File: src/rtl/ntt_pkg.sv
// rtl/ntt_pkg.sv - shared NTT constants, loader FSM encoding and mod-Q helper
package ntt_pkg;

  localparam int DATA_WIDTH = 14;
  localparam int ADDR_WIDTH = 7;
  localparam int N          = 512;
  localparam int MODQ       = 12289;
  localparam int CNT_WIDTH  = $clog2(N);
  localparam int LANES      = 4;

  typedef enum logic [1:0] {
    IDLE,
    LOAD,
    FLUSH,
    DONE
  } state_t;

  // Inputs are below 2*MODQ, so one conditional subtraction fully reduces them.
  function automatic logic [DATA_WIDTH-1:0] reduce_q(input logic [DATA_WIDTH-1:0] x);
    return (x >= DATA_WIDTH'(MODQ)) ? x - DATA_WIDTH'(MODQ) : x;
  endfunction

endpackage

File: src/rtl/ntt_bank_map.sv
// rtl/ntt_bank_map.sv - digit-sum conflict-free bank map, shared by loader and NTT side
module ntt_bank_map
  import ntt_pkg::*;
(
  input  logic [ADDR_WIDTH-1:0] g,
  output logic [1:0]            s,
  output logic [LANES-1:0][1:0] lane_bank
);

  // 2-bit adds wrap, giving the base-4 digit sum mod 4 directly.
  always_comb begin
    s = {1'b0, g[6]} + g[5:4] + g[3:2] + g[1:0];
    for (int j = 0; j < LANES; j++) begin
      lane_bank[j] = 2'(j) + s;
    end
  end

endmodule

File: src/rtl/ntt_input_loader.sv
// rtl/ntt_input_loader.sv - streams N coefficients, reduces mod Q, packs groups of 4 into the banks
module ntt_input_loader
  import ntt_pkg::*;
(
  input  logic                  clk,
  input  logic                  rst,
  input  logic                  start,
  input  logic [DATA_WIDTH-1:0] din,
  input  logic                  din_valid,
  output logic                  din_ready,
  output logic                  wr_en,
  output logic [ADDR_WIDTH-1:0] wr_addr,
  output logic [DATA_WIDTH-1:0] wr_data_0,
  output logic [DATA_WIDTH-1:0] wr_data_1,
  output logic [DATA_WIDTH-1:0] wr_data_2,
  output logic [DATA_WIDTH-1:0] wr_data_3,
  output logic                  busy,
  output logic                  load_done
);

  state_t                 state;
  logic [CNT_WIDTH-1:0]   count;
  logic [DATA_WIDTH-1:0]  grp       [3];
  logic [DATA_WIDTH-1:0]  wr_data_q [LANES];
  logic [DATA_WIDTH-1:0]  lane_val  [LANES];
  logic [DATA_WIDTH-1:0]  bank_data [LANES];
  logic [DATA_WIDTH-1:0]  r;
  logic [ADDR_WIDTH-1:0]  g;
  logic [1:0]             lane;
  logic [1:0]             s;
  logic [LANES-1:0][1:0]  lane_bank;
  logic                   xfer;

  assign xfer = din_valid & din_ready;
  assign r    = reduce_q(din);
  assign g    = count[CNT_WIDTH-1:2];
  assign lane = count[1:0];

  ntt_bank_map u_bank_map (
    .g         (g),
    .s         (s),
    .lane_bank (lane_bank)
  );

  always_comb begin
    lane_val[0] = grp[0];
    lane_val[1] = grp[1];
    lane_val[2] = grp[2];
    lane_val[3] = r;
    bank_data   = '{default: '0};
    for (int j = 0; j < LANES; j++) begin
      bank_data[lane_bank[j]] = lane_val[j];
    end
    assert (lane_bank[0] == s);
  end

  always_ff @(posedge clk or posedge rst) begin
    if (rst) begin
      state     <= IDLE;
      count     <= '0;
      din_ready <= 1'b0;
      busy      <= 1'b0;
      load_done <= 1'b0;
      wr_en     <= 1'b0;
      wr_addr   <= '0;
      grp       <= '{default: '0};
      wr_data_q <= '{default: '0};
    end else begin
      wr_en     <= 1'b0;
      load_done <= 1'b0;
      unique case (state)
        IDLE: begin
          if (start) begin
            state     <= LOAD;
            count     <= '0;
            din_ready <= 1'b1;
            busy      <= 1'b1;
          end
        end
        LOAD: begin
          if (xfer) begin
            count <= count + 1'b1;
            unique case (lane)
              2'd0:    grp[0] <= r;
              2'd1:    grp[1] <= r;
              2'd2:    grp[2] <= r;
              default: begin
                wr_en     <= 1'b1;
                wr_addr   <= g;
                wr_data_q <= bank_data;
              end
            endcase
            // Last coefficient: count wraps to 0 and the final group drains in FLUSH.
            if (count == CNT_WIDTH'(N - 1)) begin
              state     <= FLUSH;
              din_ready <= 1'b0;
            end
          end
        end
        FLUSH: begin
          state     <= DONE;
          busy      <= 1'b0;
          load_done <= 1'b1;
        end
        DONE: begin
          state <= IDLE;
        end
        default: state <= IDLE;
      endcase
    end
  end

  assign wr_data_0 = wr_data_q[0];
  assign wr_data_1 = wr_data_q[1];
  assign wr_data_2 = wr_data_q[2];
  assign wr_data_3 = wr_data_q[3];

endmodule

File: config.mk
export PLATFORM = sky130hd
export DESIGN_NAME = ntt_input_loader
export DESIGN_NICKNAME = d
export VERILOG_FILES = /design/src/rtl/ntt_pkg.sv /design/src/rtl/ntt_bank_map.sv /design/src/rtl/ntt_input_loader.sv
export SDC_FILE = /design/constraint.sdc
export NUM_CORES = 1
export LEC_CHECK = 0
export BUFFER_PORTS_ARGS = -buffer_cell sky130_fd_sc_hd__buf_2
export CAP_MARGIN = 10
export CORE_UTILIZATION = 45
export CTS_CLUSTER_DIAMETER = 200
export DETAILED_ROUTE_END_ITERATION = 8
export HOLD_SLACK_MARGIN = 0.02
export SETUP_SLACK_MARGIN = 0.2
export SYNTH_ARGS = -nofsm -noshare
export SYNTH_HDL_FRONTEND = slang
export SYNTH_SLANG_ARGS = --single-unit
File: constraint.sdc
create_clock -name clk -period 11.3 [get_ports clk]
set_clock_uncertainty 0.15 [all_clocks]
set_input_delay 1.13 -clock clk [delete_from_list [all_inputs] [get_ports clk]]
set_output_delay 1.13 -clock clk [all_outputs]
set_load 0.1 [all_outputs]
Word level (Yosys, flattened, before mapping) --
Index checks and enable logic that the tools add are counted.
Storage, ports and cells: output and inout port bits 67, register bits 120, bits of input ports 18, logic and storage cells 92
Cells by class: equality and inequality tests 9, order comparisons 9, reductions and logical operators 17, bitwise operators 7, add/subtract/negate cells 8, muxes and demuxes 28
Operators with widths (number):
- 56-bit bitwise mux | 3
- 14-bit demux with 2-bit select | 4
- 14-bit 2-to-1 mux | 5
- 56-bit AND | 1
- 9-bit 2-to-1 mux | 2
- 9-bit one-hot mux with 2 select lines | 1
- 3-bit AND reduction | 6
- 14-bit >= comparator, second input constant | 1
- 14-bit subtractor, second input constant | 1
- 3-bit >= comparator, second input constant | 4
- 3-bit by 1-bit less-than comparator with 1-bit output, second input constant | 4
- 2-bit NOT with 3-bit output | 4
- 9-bit by 1-bit adder with 9-bit output, second input constant | 1
- 9-bit equality test, second input constant | 1
- 2-bit one-hot mux with 4 select lines | 1
- 1-bit 2-to-1 mux | 7
- 2-bit equality test, second input constant | 3
- 2-bit 2-to-1 mux | 3
- 2-bit inequality test, second input constant | 3
- 2-bit adder | 2
- 2-bit adder, first input constant | 2
- 2-bit by 1-bit equality test with 1-bit output, second input constant | 2
- 1-bit logical AND | 4
- 2-bit logical NOT | 2
- 9 further kinds | 11

Longest topological paths before layout --
Gate-level depths: netlist of run 1.
depth after elaboration 12, depth in mapped cells 9, mapped depth without buffers 8

Modules after synthesis --
A second synthesis of run 1 with hierarchy kept.
Second synthesis, totals: cells, all modules 701, area total of the unflattened synthesis 6668.9 sq um
By module, submodules not included:
- ntt_input_loader | times used 1, cells each 687, area each 6510.0 sq um, sequential area each 3002.9 sq um
- ntt_bank_map | times used 1, cells each 14, area each 158.9 sq um, sequential area each 0.0 sq um

Worst setup path after synthesis of run 1 --
OpenSTA, ideal clock, no wires.
path type input to register, start point in din[5], end point reg wr_data_q (netlist bit wr_data_2[11]), path slack 8.197 ns, buffers on the path 1, required time 11.081 ns, arrival 2.884 ns, setup time 0.069 ns, stages on the path 6, path through or4_1 buf_2 nor4_1 mux2_2 a221oi_1 a22o_1
On the way: word-level cells in the longest chain between the ends 3, elaborated cells between the ends (all ways) 4, classes of those cells 1 x add/sub; 1 x order compare; 2 x mux
RTL lines:
- start: declaration | line ntt_input_loader.sv:8 | input logic [DATA_WIDTH-1:0] din,
- 14-bit subtractor or 14-bit >= comparator (tied branches) | line ntt_pkg.sv:20 | return (x >= DATA_WIDTH'(MODQ)) ? x - DATA_WIDTH'(MODQ) : x;
- 14-bit 2-to-1 mux * | line ntt_pkg.sv:20
- 56-bit bitwise mux * | line ntt_input_loader.sv:52 | bank_data[lane_bank[j]] = lane_val[j];
- end signal: assignment | line ntt_input_loader.sv:90 | wr_data_q <= bank_data;
- end: declaration | line ntt_input_loader.sv:24 | logic [DATA_WIDTH-1:0] wr_data_q [LANES];
Every way passes the cells marked *; elsewhere a longest branch is shown, timed or not. A chain may end at the register's enable or synchronous reset.

Worst setup path after layout of run 1 --
start point reg count[2], end point reg wr_data_q (netlist bit wr_data_2[7])
On the way: word-level cells in the longest chain between the ends 10, elaborated cells between the ends (all ways) 32, classes of those cells 4 x add/sub; 8 x order compare; 11 x mux; 5 x bitwise; 4 x reduce/logical
RTL lines:
- start: declaration | line ntt_input_loader.sv:22 | logic [CNT_WIDTH-1:0] count;
- start signal: assignment | line ntt_input_loader.sv:82 | count <= count + 1'b1;
- 2-bit adder * | line ntt_bank_map.sv:12 | s = {1'b0, g[6]} + g[5:4] + g[3:2] + g[1:0];
- 1-bit by 2-bit adder with 2-bit output or 2-bit NOT with 3-bit output (tied branches) | line ntt_bank_map.sv:14, ntt_input_loader.sv:52
- 2-bit NOT with 3-bit output (implied by the code) (tied with other cells) | line ntt_input_loader.sv:52
- 3-bit >= comparator (implied by the code) (tied with other cells) | line ntt_input_loader.sv:52
- 1-bit logical AND (implied by the code) or 14-bit 2-to-1 mux (tied branches) | line ntt_input_loader.sv:52
- 14-bit 2-to-1 mux (implied by the code) or 14-bit demux with 2-bit select (tied branches) | line ntt_input_loader.sv:52
- 14-bit demux with 2-bit select or 56-bit AND (tied branches)
- 56-bit bitwise mux (2 in series) | line ntt_input_loader.sv:52
- 56-bit bitwise mux * | line ntt_input_loader.sv:52
Marked as above.

==> key figures, run 1 <==
Floorplan
  • Row Count: between 40 and 50
  • Die ar.: around 15,000 sq um
  • Initial Util: 0.465
  • Core ar.: 14,000 sq um
  • Die height: 122 um
  • I/O pin count: 85
  • Die Wd: 122 um

Route
  • Final WL: around 18,000 um
  • Initial DRC Count: 490
  • Detailed Routing Iterations Pass 1: 5
  • Vias: about 5,700
  • Top Metal Used: met4
  • Routed len/inst: about 19 um
  • ANT nets after route: 0
  • Met2 WL: between 8000 and 9000 um
  • Met1 WL: 8530 um
  • Drt drc: 0
  • Drt via density: ~6
  • Met3 WL: approximately 1100 um

Timing
  • Final Hold Violating Endpoints: 0
  • # setup viols final: 0
  • Actual slew at the worst max-slew pin: 1120 ps
  • Final worst-path cycle share: 0.350
  • Final min period: ~4000 ps
  • Setup tns final: 0 ps
  • Max-slew violation count: 0
  • RSZ-0062 raised after global routing: false
  • Hold_ws: around 320 ps
  • Slew headroom: 0.254
  • Max Fclk: roughly 0.25 GHz

Clock network
  • Clk root buf: clkbuf_16
  • # clock sinks: between 100 and 150
  • CTS resizes: 0
  • Worst skew pair latency: ~420 ps
  • H-tree Lvls: 4
  • CTS Buf Count: 17
  • CTS clock-pin slew for the worst setup and hold paths: around 60 ps
  • Setup Buffers After CTS: 0
  • CTS tree: built
  • # hold bufs at CTS: 0
  • CTS Buffer Depth: 2

Flow run
  • Max cap viols: 0

Yosys
  • Mapped Nets: 724
  • FF+latch count, synth: 120
  • Ys flop type: dfrtp_1
  • Cell taking the most area after synthesis: dfrtp_1
  • Async SR Flop Fraction: 1.00
  • Count of cell types in the netlist: 60
  • Syn. warnings: 0
  • Synth area leaders: dfrtp_1 46%, nand2_1 8.0%, o21ai_0 6.4%
  • EDFF count, synth: 0
  • Mapped Avg Cell Area: between 9 and 10 sq um
  • Register area share after synthesis: 0.462
  • Post-Syn Area: 6500 sq um
  • Yosys top cell area share: 0.462
  • Cell count after synthesis: between 600 and 700

Global routing
  • Global-route wire length before repair: ~29,000 um
  • Antenna violations before repair: 0
  • Largest net degree at the start of global routing: 81
  • Vias in the first global route: around 5,500
  • Total gr overflow: 0
  • Gr usage total: 0.257

Finish
  • Share of layout cells above drive strength 1: 0.203
  • Syn-to-layout area delta: 17.2%
  • Nets: 792
  • N_diodes: 0

Min path
  • Worst min path class: flip-flop to flip-flop

Power and ir drop
  • Cell Pwr Density: approximately 330 nW/um^2
  • VDD IR max: 0.226 mV
  • LEAKAGE: between 3 and 4 nW

Status
  • Status: completed

Worst setup path
  • Worst Setup End Kind: flip-flop
  • Crit path DAT: 4110 ps
  • CP Launch Type: flip-flop
  • CP required: 11,460 ps
  • CP Max Fanout: 24
  • CP Class: flip-flop to flip-flop

Placed design
  • Port buffer count: 84
  • DP HPWL: between 10,000 and 15,000 um
  • Placer Congestion: approximately 0.85
Yosys cell counts, types with 7 or more instances:
cell type and n:
a21oi_1 13, a221oi_1 15, a32o_1 7, and2_1 7
clkbuf_1 32, dfrtp_1 120, ha_1 11, inv_1 13
mux2_2 15, mux2i_1 22, nand2_1 138, nand3_1 9
nor2_1 37, nor3_1 16, o21ai_0 83, o221a_2 7
o221ai_1 15, o22ai_1 14, o2bb2ai_1 15, o31ai_1 7
cells by family after synthesis:
kind of cell | share of synthesized area
compound gates | 0.225
simple gates | 0.171
fa+ha+maj | 0.0242
xor+xnor | 0.0208
flops | 0.462
mux | 0.0598
buf+inv | 0.0373
layout make-up:
class / count / area, sq um
clock inverter: 8 / 118
inverter: 13 / 51.3
fill: 1307 / 6370
sequential: 120 / 3000
multi-input combinational: 519 / 3260
tap: 180 / 225
clock buffer: 24 / 492
timing repair buffer: 91 / 473
state kept, by name, indices dropped and copies added (netlist names):
register,flops
busy,1
count,9
din_ready,1
grp,42
load_done,1
state,2
wr_addr,7
wr_data_0,14
wr_data_1,14
wr_data_2,14
wr_data_3,14
wr_en,1
worst paths after layout:
| check | start | to | slack, ps | cells after the start |
|---|---|---|---|---|
| setup / recovery | count[2] | wr_data_2[7] | 7350 | 8 |
| hold / removal | wr_addr[3] | wr_addr[3] | 320 | 2 |
| setup reg to reg | count[2] | wr_data_2[7] | 7350 | 8 |
| hold reg to reg | wr_addr[3] | wr_addr[3] | 320 | 2 |
| max in group asynchronous | rst | grp[30] | 9010 | 3 |
| min in group asynchronous | rst | wr_en | 600 | 2 |
layout by cell type, fill, tap and decap left out, types with 3 or more instances in the layout:
cell	synthesis	final
clkbuf_8	0	4
o31a_1	3	3
mux2_2	15	15
clkinv_2	0	4
clkbuf_16	0	17
and2_1	7	7
a21oi_1	13	13
nor4_1	6	6
bufinv_16	0	3
o21ai_0	83	83
o2bb2ai_1	15	15
a2111oi_0	3	3
clkbuf_1	32	3
xor2_1	6	6
o31ai_1	7	7
ha_1	11	11
nand2b_1	4	4
nor2_1	37	37
buf_2	5	84
nand2_1	138	138
inv_1	13	12
or3_1	5	5
o221ai_1	15	15
a22o_1	3	3
o21a_1	5	5
a32o_1	7	7
o221a_2	7	7
xnor2_1	3	3
nand3_1	9	9
dfrtp_1	120	120
nand4_1	5	5
o22ai_1	14	14
nor2b_1	3	3
or2_2	4	4
o41ai_1	4	4
buf_4	0	7
a221oi_1	15	15
mux2i_1	22	22
and3_1	3	3
nor3_1	16	16
layer usage:
metal  track usage  vias to the layer above
li1              -                     2694
met1         0.370                     2796
met2         0.379                      191
met3        0.0502                       31
met4         0.107                        0
met5             0                        -
report_power, final:
group | switching [mW] | internal [mW] | leakage (nW)
Clock | 0.191 | 0.368 | 0.300
Sequential | 0.132 | 0.580 | 1.58
Combinational | 0.973 | 0.296 | 1.68
Total | 1.30 | 1.24 | 3.56
stage by stage:
step / total power, mW / cell area (sq um) / cells / setup WS [ps] / utilization
floorplan: 1.72 / 6500 / 694 / 6830 / -
global placement: 1.95 / 7010 / 923 / 7430 / 0.501
global route: 2.67 / 7620 / 955 / 7160 / 0.545
detailed placement: 1.98 / 7010 / 923 / 7370 / 0.501
finish: 2.54 / 7620 / 955 / 7350 / 0.545
CTS: 2.54 / 7620 / 955 / 7370 / 0.545
worst max-delay path, cell delays in order, from the launching register on:
cell and delay (ps):
dfrtp_1 460, fa_1 570, ha_1 210, xor2_1 450, xnor2_2 160, buf_4 360, nand2_1 660, or3_1 590
a32o_1 230
Power figures use the tool's default switching activity.
==> run 2: changes to the inputs <==
--- a/config.mk
+++ b/config.mk
@@ -5,6 +5,7 @@
 export SDC_FILE = /design/constraint.sdc
 export NUM_CORES = 1
 export LEC_CHECK = 0
+export ABC_AREA = 1
 export BUFFER_PORTS_ARGS = -buffer_cell sky130_fd_sc_hd__buf_2
 export CAP_MARGIN = 10
 export CORE_UTILIZATION = 45
==> constraint.sdc (replaced) <==
create_clock -name clk -period 4.14 [get_ports clk]
set_clock_uncertainty 0.15 [all_clocks]
set_input_delay 0.414 -clock clk [delete_from_list [all_inputs] [get_ports clk]]
set_output_delay 0.414 -clock clk [all_outputs]
set_load 0.1 [all_outputs]
==> run 2 against run 1 <==
Register-to-register slack worse by 6300 ps. Cell count increased by 35%. Hold slack got worse by 130 ps. Non-clock buffer count rose by 8. Combinational power rose to 2.9 times the previous value. Worst setup slack got worse by 6300 ps. Critical path depth increased by 7. Utilization fell by 0.62 points. Largest cell class unchanged. Highest routed layer unchanged.
==> key figures, run 2 <==
Yosys
  • Cell count after synthesis: 1,003
  • Count of cell types in the netlist: 34
  • Synth area leaders: dfrtp_1 42%, nand2_1 18%, nand3_1 11%
  • EDFF count, synth: 0
  • Yosys top cell area share: 0.425
  • Async SR Flop Fraction: 1.00
  • Syn. warnings: 0
  • Mapped Nets: approximately 1,000
  • Post-Syn Area: slightly above 7000 sq um
  • Register area share after synthesis: 0.425
  • Cell taking the most area after synthesis: dfrtp_1
  • Mapped Avg Cell Area: slightly above 7 sq um
  • Most instantiated cells after synthesis: 330 x nand2_1, 160 x nand3_1, 120 x dfrtp_1, 76 x inv_1, 73 x o21ai_0
  • Ys flop type: dfrtp_1
  • Most common cell in the netlist: nand2_1
  • FF+latch count, synth: 120

Timing
  • Final min period: between 3000 and 4000 ps
  • Final worst-path cycle share: 0.755
  • Setup tns final: 0 ps
  • RSZ-0062 raised after global routing: false
  • Actual slew at the worst max-slew pin: between 800 and 900 ps
  • Max Fclk: between 0.3 and 0.4 GHz
  • Slew headroom: 0.411
  • Final Hold Violating Endpoints: 0
  • Max-slew violation count: 0
  • # setup viols final: 0

Power and ir drop
  • P_sw: between 3 and 4 mW
  • Switch share: 0.528
  • Total power: 7.08 mW
  • Share of total power in the clock network: 0.209
  • VDD IR max: about 0.47 mV
  • Internal: roughly 3.3 mW
  • Combinational share of power: 0.523
  • Seq pwr share: 0.269
  • LEAKAGE: 4.31 nW
  • Cell Pwr Density: approximately 860 nW/um^2

Worst setup path
  • CP Launch Type: flip-flop
  • Slowest CP cell: fa_1
  • Cell Chain, Critical Path: fa_1 -> ha_2 -> inv_1 -> nand3_1 -> nand2_1 -> nand2_4 -> nand2_2 -> buf_4 -> nor2_2 -> buf_4 -> nand3_1 -> nand2_1 -> inv_1 -> nand2_1 -> nand2_1
  • CP Class: flip-flop to flip-flop
  • Worst Setup End Kind: flip-flop
  • Slowest stage delay, CP: around 550 ps
  • CP Max Fanout: 37
  • CP most frequent cell: nand2_1
  • CP required: between 4000 and 5000 ps
  • R2R setup slack: ~1000 ps
  • Crit path DAT: roughly 3300 ps

Clock network
  • Clk root buf: clkbuf_16
  • Worst skew pair latency: between 400 and 500 ps
  • CTS clock-pin slew for the worst setup and hold paths: 50 ps
  • CTS Buf Count: 17
  • CTS Buffer Depth: 2
  • H-tree Lvls: 4
  • # clock sinks: between 100 and 150
  • CTS tree: built
  • CTS resizes: 0
  • Setup Buffers After CTS: 0

Status
  • Status: completed

Route
  • ANT nets after route: 0
  • Drt via density: around 5.4
  • Drt drc: 0
  • Vias: 7,021
  • Final WL: between 20,000 and 25,000 um
  • Routed len/inst: ~17 um
  • Detailed Routing Iterations Pass 1: 6
  • Initial DRC Count: between 600 and 700

Floorplan
  • Row Count: 45
  • I/O pin count: 85
  • Die height: between 100 and 150 um
  • Die ar.: between 15,000 and 20,000 sq um
  • Die Wd: 127 um
  • Initial Util: 0.463
  • Core ar.: approximately 15,000 sq um

Finish
  • Syn-to-layout area delta: 16.3%
  • N_diodes: 0
  • Filler Cells Inserted: about 1,600
  • Largest Register: grp
  • Nets: ~1,100
  • Largest register FFs: 42
  • Most common cell after layout, fill and taps aside: nand2_1
  • Share of layout cells above drive strength 1: 0.136
  • Most frequent cells in the layout: 330 x nand2_1, 160 x nand3_1, 120 x dfrtp_1, 84 x buf_2, 75 x inv_1

Placed design
  • DP HPWL: between 10,000 and 15,000 um
  • Placer Congestion: between 0.8 and 0.9
  • Port buffer count: 84

Global routing
  • Global-route wire length before repair: ~35,000 um
  • Largest net degree at the start of global routing: 73
  • Vias in the first global route: about 6,300
  • Gr usage total: 0.283
  • Antenna violations before repair: 0
  • Total gr overflow: 0

Flow run
  • Max cap viols: 0

Min path
  • Worst min path class: input port to flip-flop
run 2: per-layer routing:
| metal | global-route usage | wire, um | vias up |
|---|---|---|---|
| li1 | - | - | 3433 |
| met1 | 0.442 | 10600 | 3239 |
| met2 | 0.383 | 8920 | 319 |
| met4 | 0.0665 | 278 | 0 |
| met3 | 0.0758 | 1910 | 30 |
| met5 | 0 | 0 | - |
run 2: cell families (layout without fill, tap and decap cells):
group	count (synthesis)	in the layout	share of synthesized area
xor gates and xnor gates	3	3	0.00372
buffers and inverters	135	210	0.0791
AOI/OAI and AO/OA	124	124	0.0956
DFF	120	120	0.425
adders and majority gates	12	12	0.0223
and+or+nand+nor	609	609	0.374
run 2: area by class of cell:
| cell class | instances | area (sq um) | area share |
|---|---|---|---|
| Timing Repair Buffer | 99 | 548 | 0.0667 |
| Tap cell | 211 | 264 | 0.0321 |
| Clock buffer | 23 | 488 | 0.0594 |
| Inverter | 80 | 303 | 0.0369 |
| Sequential cell | 120 | 3000 | 0.365 |
| Clock inverter | 8 | 95.1 | 0.0116 |
| Multi-Input combinational cell | 748 | 3520 | 0.428 |
run 2: worst paths after layout:
| check | start | to | cells after the start |
|---|---|---|---|
| max in group asynchronous | rst | wr_data_3[0] | 4 |
| worst min register to register | wr_data_1[4] | wr_data_1[4] | 2 |
| min in group asynchronous | rst | wr_data_1[11] | 3 |
| worst max-delay path | count[2] | wr_data_3[7] | 15 |
| worst max register to register | count[2] | wr_data_3[7] | 15 |
| worst min-delay path | start | busy | 5 |
run 2: critical path: cells and delay by family (launching register included):
kind / cells / cell delay (ps)
buf+inv: 4 / 590
fa+ha+maj: 2 / 720
flops: 1 / 420
simple gates: 9 / 1110
run 2: power by group through the flow:
stage	Clock [mW]	Combinational, mW	Sequential [mW]
after floorplan	0	1.72	3.04
after global placement	0	3.64	1.91
after detailed placement	0	3.66	1.90
after CTS	1.49	3.67	1.89
after global routing	1.54	4.02	1.95
final	1.48	3.70	1.90
run 2: what timing repair did:
item,CTS,global route
hold endpoints to repair,48,0
setup endpoints to repair,0,0
hold buffers,1,0
run 2: per-stage QoR:
stage           util  instance area, sq um  hold slack (ps)  worst slack, ps  std cells
3_3_place_gp   0.500                  7620              308             1110       1257
3_5_place_dp   0.500                  7620              311             1030       1257
5_1_grt        0.538                  8220              244              829       1289
4_1_cts        0.538                  8220              182             1030       1289
2_1_floorplan      -                  7070              331              390       1003
6_report       0.538                  8220              188             1010       1289
==> run 3: changes to the inputs <==
--- a/config.mk
+++ b/config.mk
@@ -5,13 +5,14 @@
 export SDC_FILE = /design/constraint.sdc
 export NUM_CORES = 1
 export LEC_CHECK = 0
-export ABC_AREA = 1
+export ABC_AREA = 0
 export BUFFER_PORTS_ARGS = -buffer_cell sky130_fd_sc_hd__buf_2
 export CAP_MARGIN = 10
 export CORE_UTILIZATION = 45
 export CTS_CLUSTER_DIAMETER = 200
 export DETAILED_ROUTE_END_ITERATION = 8
 export HOLD_SLACK_MARGIN = 0.02
+export PLACE_DENSITY = 0.67
 export SETUP_SLACK_MARGIN = 0.2
 export SYNTH_ARGS = -nofsm -noshare
 export SYNTH_HDL_FRONTEND = slang
==> constraint.sdc (replaced) <==
create_clock -name clk -period 2.7 [get_ports clk]
set_clock_uncertainty 0.15 [all_clocks]
set_input_delay 0.27 -clock clk [delete_from_list [all_inputs] [get_ports clk]]
set_output_delay 0.27 -clock clk [all_outputs]
set_load 0.1 [all_outputs]
==> run 3 against run 2 <==
Hold slack worse by 120 ps. Routed wire length shrank 9.2%. Final area rose by 9.6%. Global-route usage decreased by 1.9 points. Via count shrank 12%. First-iteration DRC count decreased by 12%. Fmax increased by 16%. Clock power grew 70%. Critical path type unchanged. Critical endpoint is now wr_data_1[11].
==> key figures, run 3 (same netlist as run 1, synthesis figures left out) <==
Timing
  • Hold_ws: just under 70 ps
  • # setup viols final: 0
  • Final worst-path cycle share: 0.998
  • Setup tns final: 0 ps
  • Actual slew at the worst max-slew pin: about 820 ps
  • Final min period: between 2000 and 3000 ps
  • Max Fclk: between 0.3 and 0.4 GHz
  • Slew headroom: 0.451
  • Final Hold Violating Endpoints: 0
  • RSZ-0062 raised after global routing: true
  • Final worst slack: roughly 4.4 ps
  • Max-slew violation count: 0

Flow run
  • Max cap viols: 0

Floorplan
  • Die Wd: ~120 um
  • Core ar.: 14,000 sq um
  • Initial Util: 0.465
  • I/O pin count: 85
  • Die ar.: approximately 15,000 sq um
  • Row Count: 43
  • Die height: around 120 um

Power and ir drop
  • Total power: 12.2 mW
  • VDD IR max: roughly 0.86 mV
  • LEAKAGE: between 4 and 5 nW
  • Cell Pwr Density: around 1400 nW/um^2

Route
  • Detailed Routing Iterations Pass 1: 5
  • Drt via density: slightly above 6
  • Drt drc: 0
  • ANT nets after route: 0
  • Initial DRC Count: approximately 620
  • Vias: just over 6,000
  • Routed len/inst: approximately 19 um
  • Final WL: slightly below 20,000 um

Placed design
  • Port buffer count: 84
  • Pre-CTS WS: 3.11 ps
  • Post-Place Cells: approximately 960
  • DP HPWL: ~13,000 um
  • Placer Congestion: 0.870

Worst setup path
  • Worst Setup End Kind: flip-flop
  • Cell Chain, Critical Path: fa_1 -> ha_4 -> xnor2_4 -> xnor2_4 -> buf_12 -> buf_8 -> buf_16 -> buf_8 -> a31oi_4 -> o21ai_1 -> o22a_1
  • Slowest stage delay, CP: 520 ps
  • CP delay by family, top: adder cells
  • Slowest CP cell: fa_1
  • Crit path DAT: roughly 2900 ps
  • CP required: 2850 ps
  • CP Max Fanout: 7
  • Worst Path Buf+Inv: 4
  • CP Class: flip-flop to flip-flop
  • CP Launch Type: flip-flop

Finish
  • Share of layout cells above drive strength 1: 0.348
  • Syn-to-layout area delta: 38.4%
  • Nets: between 800 and 900
  • Most common cell after layout, fill and taps aside: nand2_1
  • Largest register FFs: 42
  • Most frequent cells in the layout: 135 x nand2_1, 120 x dfrtp_1, 84 x buf_2, 65 x o21ai_0, 46 x buf_4
  • Final std cells w/o fill: between 1,000 and 1,500
  • N_diodes: 0
  • Largest Register: grp

Clock network
  • CTS tree: built
  • # clock sinks: 120
  • Worst skew pair latency: about 420 ps
  • H-tree Lvls: 4
  • CTS Buf Count: 17
  • CTS clock-pin slew for the worst setup and hold paths: 50 ps
  • Clk root buf: clkbuf_16
  • CTS Buffer Depth: 2

Global routing
  • Vias in the first global route: 5,942
  • Total gr overflow: 0
  • Antenna violations before repair: 0
  • Gr usage total: 0.264
  • Global-route wire length before repair: about 30,000 um
  • Largest net degree at the start of global routing: slightly above 70

Status
  • Status: completed

Min path
  • Worst min path class: input port to flip-flop
==> run 3: repair_timing <==
item,CTS,global route
gates cloned,1,2
setup buffers,12,9
hold endpoints to repair,26,0
pin swaps,15,13
resized for setup,50,88
hold buffers,2,0
setup endpoints to repair,56,56
==> run 3: path summary, 6_finish.rpt <==
kind                       depth (start not counted)  slack, ps       endpoint        from
hold reg to reg                                    2        320     wr_addr[5]  wr_addr[5]
min in group asynchronous                          3        340   wr_data_1[6]         rst
hold / removal                                     4         70      din_ready   din_valid
setup reg to reg                                  11          4  wr_data_1[11]    count[2]
max in group asynchronous                          4       1310  wr_data_2[10]         rst
setup / recovery                                  11          4  wr_data_1[11]    count[2]
==> run 3: final cells by class <==
cell class | instances | area [sq um]
Multi-Input combinational cell | 519 | 3910
Clock buffer | 20 | 457
Tap cell | 180 | 225
Fill cell | 1094 | 4980
Sequential cell | 120 | 3000
Clock inverter | 12 | 198
Timing Repair Buffer | 153 | 1160
Inverter | 13 | 56.3
==> run 3: through the flow <==
| stage | cell area (sq um) | util |
|---|---|---|
| after detailed placement | 7410 | 0.530 |
| after global routing | 9000 | 0.644 |
| after floorplan | 6580 | - |
| after global placement | 7410 | 0.530 |
| after CTS | 8440 | 0.604 |
| final | 9000 | 0.644 |
==> run 3: where the power goes <==
group | switching (mW) | internal, mW
logic | 4.57 | 2.08
clock network | 0.826 | 1.68
registers | 0.662 | 2.42
total | 6.06 | 6.19
==> run 3: worst register-to-register path, stage by stage (launching register included) <==
cell,delay [ps]
dfrtp_1,390
fa_1,520
ha_4,220
xnor2_4,150
xnor2_4,150
buf_12,160
buf_8,130
buf_16,130
buf_8,130
a31oi_4,150
o21ai_1,110
o22a_1,190
==> run 3: per-layer routing <==
metal  GRT usage  vias to the layer above  share of wire
li1            -                     2813              -
met1       0.345                     3103           0.42
met2       0.430                      257           0.50
met3      0.0497                       34          0.060
met4       0.109                        0          0.021
met5           0                        -              0
